## src/rtl/n4_rr_collect_10_1.sv

```systemverilog
// n4_rr_collect_10_1: ten-lane round-robin collector feeding the N4 1-to-10 demux.
// One lane is granted per cycle under a rotating priority, and the winning word is
// registered together with its lane index.

// Per-lane qualifier: eligibility and the accept strobe back to the lane.
module n4_rr_lane (
  input  logic rst_n,
  input  logic valid_i,
  input  logic en_i,
  input  logic hit_i,
  input  logic can_load_i,
  output logic elig_o,
  output logic ready_o
);
  assign elig_o  = valid_i & en_i;
  // Held low during reset, even though the registers already read as empty.
  assign ready_o = rst_n & can_load_i & hit_i;
endmodule

module n4_rr_collect_10_1 #(
  parameter int WIDTH     = 16,
  parameter int NUM_LANES = 10
) (
  input  logic                       clk,
  input  logic                       rst_n,
  input  logic [NUM_LANES-1:0]       ch_en_i,
  input  logic [NUM_LANES-1:0]       in_valid_i,
  input  logic [NUM_LANES*WIDTH-1:0] in_data_i,
  output logic [NUM_LANES-1:0]       in_ready_o,
  output logic                       out_valid_o,
  input  logic                       out_ready_i,
  output logic [WIDTH-1:0]           out_data_o,
  output logic [7:0]                 out_select_o,
  output logic [15:0]                xfer_cnt_o
);
  logic [3:0]           ptr_q, ptr_d;
  logic                 ov_q, ov_d;
  logic [WIDTH-1:0]     data_q, data_d;
  logic [3:0]           sel_q, sel_d;
  logic [15:0]          cnt_q, cnt_d;

  logic [NUM_LANES-1:0] elig, gnt_oh;
  logic [15:0]          elig_pad;
  logic                 gnt_vld, can_load, accept, drain;
  logic [3:0]           gnt_idx;
  logic [4:0]           cand;
  logic [WIDTH-1:0]     lane_word;

  assign can_load = !ov_q | out_ready_i;
  assign accept   = gnt_vld & can_load;
  assign drain    = ov_q & out_ready_i;
  assign elig_pad = {{(16-NUM_LANES){1'b0}}, elig};

  for (genvar i = 0; i < NUM_LANES; i++) begin : g_lane
    assign gnt_oh[i] = gnt_vld & (gnt_idx == 4'(i));
    n4_rr_lane u_lane (
      .rst_n      (rst_n),
      .valid_i    (in_valid_i[i]),
      .en_i       (ch_en_i[i]),
      .hit_i      (gnt_oh[i]),
      .can_load_i (can_load),
      .elig_o     (elig[i]),
      .ready_o    (in_ready_o[i])
    );
  end

  // Rotating search: first eligible lane starting at ptr, wrapping past the last lane.
  always_comb begin
    gnt_vld = 1'b0;
    gnt_idx = 4'd0;
    cand    = 5'd0;
    for (int k = 0; k < NUM_LANES; k++) begin
      cand = {1'b0, ptr_q} + 5'(k);
      if (cand >= 5'(NUM_LANES)) cand = cand - 5'(NUM_LANES);
      if (!gnt_vld && elig_pad[cand[3:0]]) begin
        gnt_vld = 1'b1;
        gnt_idx = cand[3:0];
      end
    end
  end

  // Select the granted lane's word.
  always_comb begin
    lane_word = '0;
    for (int i = 0; i < NUM_LANES; i++)
      if (gnt_idx == 4'(i)) lane_word = in_data_i[i*WIDTH +: WIDTH];
  end

  // Next state: a load wins over a drain, so drain+accept keeps the register full.
  always_comb begin
    ptr_d  = ptr_q;
    ov_d   = ov_q;
    data_d = data_q;
    sel_d  = sel_q;
    cnt_d  = cnt_q;
    if (drain) begin
      cnt_d = cnt_q + 16'd1;
      ov_d  = 1'b0;
    end
    if (accept) begin
      ov_d   = 1'b1;
      data_d = lane_word;
      sel_d  = gnt_idx;
      ptr_d  = (gnt_idx == 4'(NUM_LANES-1)) ? 4'd0 : gnt_idx + 4'd1;
    end
  end

  // State registers; reset discards any word in flight.
  always_ff @(posedge clk or negedge rst_n) begin
    if (!rst_n) begin
      ptr_q  <= '0;
      ov_q   <= 1'b0;
      data_q <= '0;
      sel_q  <= '0;
      cnt_q  <= '0;
    end else begin
      ptr_q  <= ptr_d;
      ov_q   <= ov_d;
      data_q <= data_d;
      sel_q  <= sel_d;
      cnt_q  <= cnt_d;
    end
  end

  assign out_valid_o  = ov_q;
  assign out_data_o   = data_q;
  assign out_select_o = {4'd0, sel_q};
  assign xfer_cnt_o   = cnt_q;
endmodule

```

## config.mk

```make
export PLATFORM = sky130hd
export DESIGN_NAME = n4_rr_collect_10_1
export DESIGN_NICKNAME = d
export VERILOG_FILES = /design/src/rtl/n4_rr_collect_10_1.sv
export SDC_FILE = /design/constraint.sdc
export NUM_CORES = 1
export LEC_CHECK = 0
export CAP_MARGIN = 20
export CORE_UTILIZATION = 40
export DETAILED_ROUTE_END_ITERATION = 7
export DONT_BUFFER_PORTS = 1
export PLACE_DENSITY_LB_ADDON = 0.15
export SETUP_SLACK_MARGIN = 0.5
export SLEW_MARGIN = 15
export SYNTH_ARGS = -nofsm -noshare
export SYNTH_HDL_FRONTEND = slang
export SYNTH_SLANG_ARGS = --single-unit
```

## constraint.sdc

```tcl
create_clock -name clk -period 5.15 [get_ports clk]
set_clock_uncertainty 0.1 [all_clocks]
set_input_delay 0.515 -clock clk [delete_from_list [all_inputs] [get_ports clk]]
set_output_delay 0.515 -clock clk [all_outputs]
set_load 0.01 [all_outputs]
```

==> impl_metrics.tcl, run 1 <==
set metrics [dict create \
    status "finished clean" \
    grt_max_degree 42 \
    synthArstFlopShare_pct 100 \
    synth_edf_count 0 \
    core_area_um2 15200 \
    cts_tree "yes" \
    gp_congestion 0.960 \
    cp-start-kind "flip-flop" \
    grt_pass1_vias 6968 \
    ys_seq_area_share_pct 16.4 \
    io_pins 234 \
    cts_buffers 5 \
    area_delta_synth_final_pct 41.8 \
    synth_top_area_share_pct 16.4 \
    rows 45 \
    regToRegSetupSlack_ns 0.30 \
    yosys-top-cells-area "dfrtp_1 16%, nand2_1 4.8%, ha_1 4.4%, mux2i_1 4.2%, mux2_2 4.1%" \
    wl_per_cell_um 24.6 \
    yosysWarnings 0 \
    synthTopCellsByCount "80 x nand2_1, 46 x nor2_1, 43 x o21ai_0, 41 x dfrtp_1, 40 x nand3_1" \
    grt.total_usage_pct 31.3 \
    layout-drive-gt1-share_pct 41.5 \
    insertion_delay_ns 0.30 \
    max_slew.worst_pin.slew_ns 0.866 \
    rr_startpoint "ptr_q[1]" \
    hp-class "input pin to flip-flop" \
    grt_overflow_total 0 \
    port_buffers 0 \
    clock-sinks 41 \
    yosys_most_used_dff "dfrtp_1" \
    reg2reg_to "out_data_o[5]" \
    root_buffer "clkbuf_16" \
    cp_max_fo 5 \
    hold_end "out_data_o[15]" \
    place_area_um2 6830 \
    finalCritPeriodShare_pct 95.2 \
    finalInstanceArea_um2 8850 \
    clk_pin_slew_worst_paths_ns 0.07 \
    r2r_cells 18 \
    holdPathStages 2 \
    fin_tns_setup_ns 0 \
    antenna_found_initial 1 \
    fmax_mhz 204 \
    dr.first_iter.drc_count 446 \
    grt_pass1_wl_um 38800 \
    htree_levels 2 \
    cp.required_ns 4.53 \
    start_util_pct 41.1 \
    critPathKind "flip-flop to primary output" \
    netlist_instances 781 \
    viasPerCell 6.55 \
    min_from "in_data_i[159]" \
    setup_viol 0 \
    num_vias 7163 \
    drv_slew 0 \
    fillCellCount 1395 \
    fin_nets 1110 \
    min_period_ns 4.90 \
    rsz0062_at_grt "true" \
    ys_ff_latch 41 \
    die_w_um 127 \
    dp_hpwl_um 19300 \
    netlist_area_um2 6240 \
    die_area_um2 16100 \
    ant_nets 0 \
    clk_path_buf_depth 2 \
    yosysTopAreaCell "dfrtp_1" \
    worstSetupEndpointType "primary output" \
    syn_area_per_cell_um2 7.99 \
    routed_wl_um 26900 \
    yosys.cell_types.count 94 \
    timing_hold_violations_final 0 \
    maxSlewHeadroom_pct 41.7 \
    drv_cap 0 \
    worst_hold_slack_ns 0.319 \
    drc_errors 0 \
    dieHeight_um 127 \
    dr.pass1.iters 5 \
    yosysMostFrequentCell "nand2_1" \
    crit_arrival_ns 4.29 \
]
-- per-layer routing --
layer | vias up | track usage [%] | share of wire, %
li1 | 3233 | - | -
met1 | 3495 | 37.7 | 39
met2 | 372 | 55.7 | 51
met3 | 63 | 3.88 | 6.4
met4 | 0 | 13.6 | 3.5
met5 | - | 0 | 0
-- cell families after synthesis --
family          share of synthesized area [%]
compound gates                           32.3
simple gates                             22.9
buf+inv                                  7.72
mux                                      11.6
flops                                    16.4
xor+xnor                                 4.33
fa+ha+maj                                4.73
other cells                            0.0601
-- stage by stage --
stage,instances,util [%],setup WS [ns]
after global routing,1094,58.2,0.157
after CTS,1047,52.3,0.341
final,1094,58.2,0.246
after detailed placement,983,44.9,0.0646
after global placement,983,44.9,0.101
after floorplan,784,-,0.263
-- placed cells by master, fill, tap and decap left out, types with 8 or more instances in the layout --
cell        n
buf_4     132
o22ai_1    10
a222oi_1    8
nor2b_1     8
dfrtp_1    38
ha_4       10
nand2_1    72
o21ai_0    31
nor2_1     38
mux2i_1    18
a21boi_0   12
a21o_1     10
o21ai_1    10
mux2_4      8
a221oi_2    8
mux2_2     18
a221o_1     9
nand3_1    37
a21oi_1    30
buf_6      24
nor3_1     14
o211ai_1   13
xnor2_1    16
inv_1      16
a31oi_1    16
nand2b_1   13
a22o_1     10
buf_12     10
and3_1      8
o21ai_2     9
-- registers in the layout, summed over array words and instances, names as in the netlist --
name	flops
xfer_cnt_o	16
ptr_q	4
out_valid_o	1
sel_q	4
out_data_o	16
-- how the worst max path moves through the flow --
stage	cells past startpoint	start	slack, ns	endpoint
detailed placement	19	ptr_q[1]	0.06	out_data_o[8]
floorplan	20	ptr_q[0]	0.26	in_ready_o[7]
finish	15	ptr_q[1]	0.25	in_ready_o[5]
CTS	16	ptr_q[0]	0.34	in_ready_o[7]
global placement	19	ptr_q[1]	0.10	out_data_o[8]
global route	16	ptr_q[0]	0.16	in_ready_o[5]
-- critical path, cell delays in order (launching register included) --
cell and delay, ns:
dfrtp_2 0.49, buf_6 0.18, ha_2 0.21, or3b_4 0.42
a221oi_4 0.40, mux2i_2 0.32, o22ai_2 0.17, or2_1 0.29
nor4_2 0.25, o311a_1 0.24, a211oi_4 0.06, buf_4 0.14
o21ai_2 0.25, buf_4 0.19, nand3_1 0.16, nor2_2 0.21
-- final cells by class --
cell class	instances	area, um^2	share of cell area, %
clock buffers	7	153	1.72
multi-input cells	656	5650	63.9
diodes	1	2.50	0.0283
clock inverters	1	8.76	0.0990
inverters	24	116	1.31
well taps	188	235	2.66
repair buffers	176	1650	18.7
flip-flops and latches	41	1030	11.6
-- what timing repair did --
| action | in CTS | in global routing |
|---|---|---|
| gates resized for setup | 98 | 104 |
| gates cloned | 2 | 3 |
| pin swaps | 47 | 52 |
| buffers inserted | 52 | 43 |
| hold buffers | 2 | 0 |
| endpoints found under the hold margin | 41 | 0 |
| endpoints found under the setup margin | 29 | 29 |
Power of run 1 is left out: the tool's default activity adds up to more than one toggle a clock period on the data nets, which glitch-free logic cannot reach.
==> inputs of run 2 (changes only) <==
PLACE_DENSITY = 0.65   (was default)
PLACE_DENSITY_LB_ADDON = default   (was 0.15)
==> impl_metrics.tcl, run 2 (synthesized netlist as in run 1, its figures left out) <==
set metrics [dict create \
    clk_pin_slew_worst_paths_ns 0.07 \
    crit_path_top_delay_cell "mux4_2" \
    fmax_mhz 203 \
    antenna_found_initial 3 \
    cts_tree "yes" \
    crit_arrival_ns 4.32 \
    place_area_um2 6650 \
    clock-sinks 41 \
    dr.pass1.iters 6 \
    regToRegSetupSlack_ns 0.23 \
    grt_overflow_total 0 \
    layout-drive-gt1-share_pct 36.3 \
    reg2reg_to "out_data_o[2]" \
    hold_end "out_data_o[13]" \
    htree_levels 2 \
    rr_startpoint "ptr_q[0]" \
    root_buffer "clkbuf_16" \
    fin_nets 1070 \
    wl_per_cell_um 24.1 \
    fin_tns_setup_ns 0 \
    cp_max_fo 4 \
    critPathTopFamily "compound AO/OA/AOI/OAI gates" \
    core_area_um2 15200 \
    path_cells "clkinvlp_4 -> buf_6 -> ha_4 -> inv_8 -> ha_4 -> mux4_2 -> a32oi_4 -> buf_4 -> o31ai_4 -> o32ai_2 -> a22o_1 -> a21oi_1 -> o32a_1 -> or2_4 -> buf_4 -> nor2_4 -> nand2_4 -> nor2_2" \
    dieHeight_um 127 \
    port_buffers 0 \
    cp-start-kind "flip-flop" \
    clk_path_buf_depth 2 \
    die_w_um 127 \
    area_delta_synth_final_pct 33.9 \
    dr.first_iter.drc_count 789 \
    cts_buffers 5 \
    drv_cap 0 \
    gp_congestion 0.992 \
    min_period_ns 4.93 \
    max_slew.worst_pin.slew_ns 0.947 \
    rows 45 \
    min_from "in_data_i[61]" \
    ant_nets 0 \
    finalInstanceArea_um2 8360 \
    cp.required_ns 4.53 \
    grt.total_usage_pct 29.6 \
    dp_hpwl_um 17900 \
    start_util_pct 41.1 \
    routed_wl_um 25500 \
    insertion_delay_ns 0.29 \
    grt_pass1_vias 6510 \
    status "finished clean" \
    r2r_cells 21 \
    drc_errors 0 \
    worstSetupEndpointType "primary output" \
    grt_max_degree 44 \
    setup_viol 0 \
    critPathKind "flip-flop to primary output" \
    slowest_delay_ns 0.52 \
    final_common_cell "buf_4" \
    num_vias 7117 \
    grt_pass1_wl_um 37000 \
    maxSlewHeadroom_pct 36.2 \
    io_pins 234 \
    viasPerCell 6.74 \
    finalCritPeriodShare_pct 95.8 \
    fillCellCount 1359 \
    die_area_um2 16100 \
    timing_hold_violations_final 0 \
    layout_common_cells "113 x buf_4, 74 x nand2_1, 38 x nor2_1, 37 x dfrtp_1" \
    crit_buf_inv 5 \
    holdPathStages 2 \
    hp-class "input pin to flip-flop" \
    drv_slew 0 \
    rsz0062_at_grt "true" \
]
run 2: cell count changes in the layout (fill, tap and decap cells not counted), sizes merged:
cell,previous run,this run
bufbuf,0,1
inv,22,20
bufinv,0,2
clkinv,2,3
buf,173,133
clkbuf,9,6
clkinvlp,1,2
diode,1,3
run 2: per-stage QoR:
step	setup slack [ns]	util, %	hold WS [ns]	std cells
3_3_place_gp	0.0194	43.7	0.120	962
5_1_grt	0.0813	55.0	0.344	1056
6_report	0.215	55.0	0.334	1056
4_1_cts	0.321	51.7	-0.186	1024
3_5_place_dp	-0.0572	43.7	0.120	962
2_1_floorplan	0.263	-	0.119	784
run 2: how the worst max path moves through the flow:
stage                         from             to  slack, ns  depth (start not counted)
after floorplan           ptr_q[0]  in_ready_o[7]       0.26                         20
after global placement    ptr_q[1]  in_ready_o[3]       0.02                         15
after detailed placement  ptr_q[1]  out_data_o[9]      -0.06                         17
after CTS                 ptr_q[0]  in_ready_o[2]       0.32                         17
after global routing      ptr_q[0]  in_ready_o[3]       0.08                         15
final                     ptr_q[0]  in_ready_o[7]       0.22                         18
run 2: cell type report:
cell class | count | area [um^2] | share of cell area (%)
clock buffer | 5 | 125 | 1.50
sequential | 41 | 1030 | 12.3
clock inverter | 3 | 65.1 | 0.778
timing repair buffer | 136 | 1270 | 15.2
tap | 188 | 235 | 2.81
antenna | 3 | 7.51 | 0.0898
multi-input combinational | 656 | 5510 | 65.9
inverter | 24 | 118 | 1.41
run 2: repair_timing:
item                                    in CTS  in global routing
buffers inserted                            50                 26
endpoints found under the setup margin      29                 28
hold endpoints to repair                    41                 41
gates cloned                                 4                  1
resized for setup                          107                 51
pin swaps                                   52                 30
run 2: routing by layer:
| layer | wire (um) | GRT usage, % | vias up |
|---|---|---|---|
| met1 | 10000 | 36.8 | 3393 |
| met5 | 0 | 0 | - |
| met3 | 1970 | 4.05 | 95 |
| met2 | 12300 | 51.3 | 473 |
| li1 | - | - | 3156 |
| met4 | 1170 | 12.8 | 0 |
Power of run 2 is left out for the same reason.
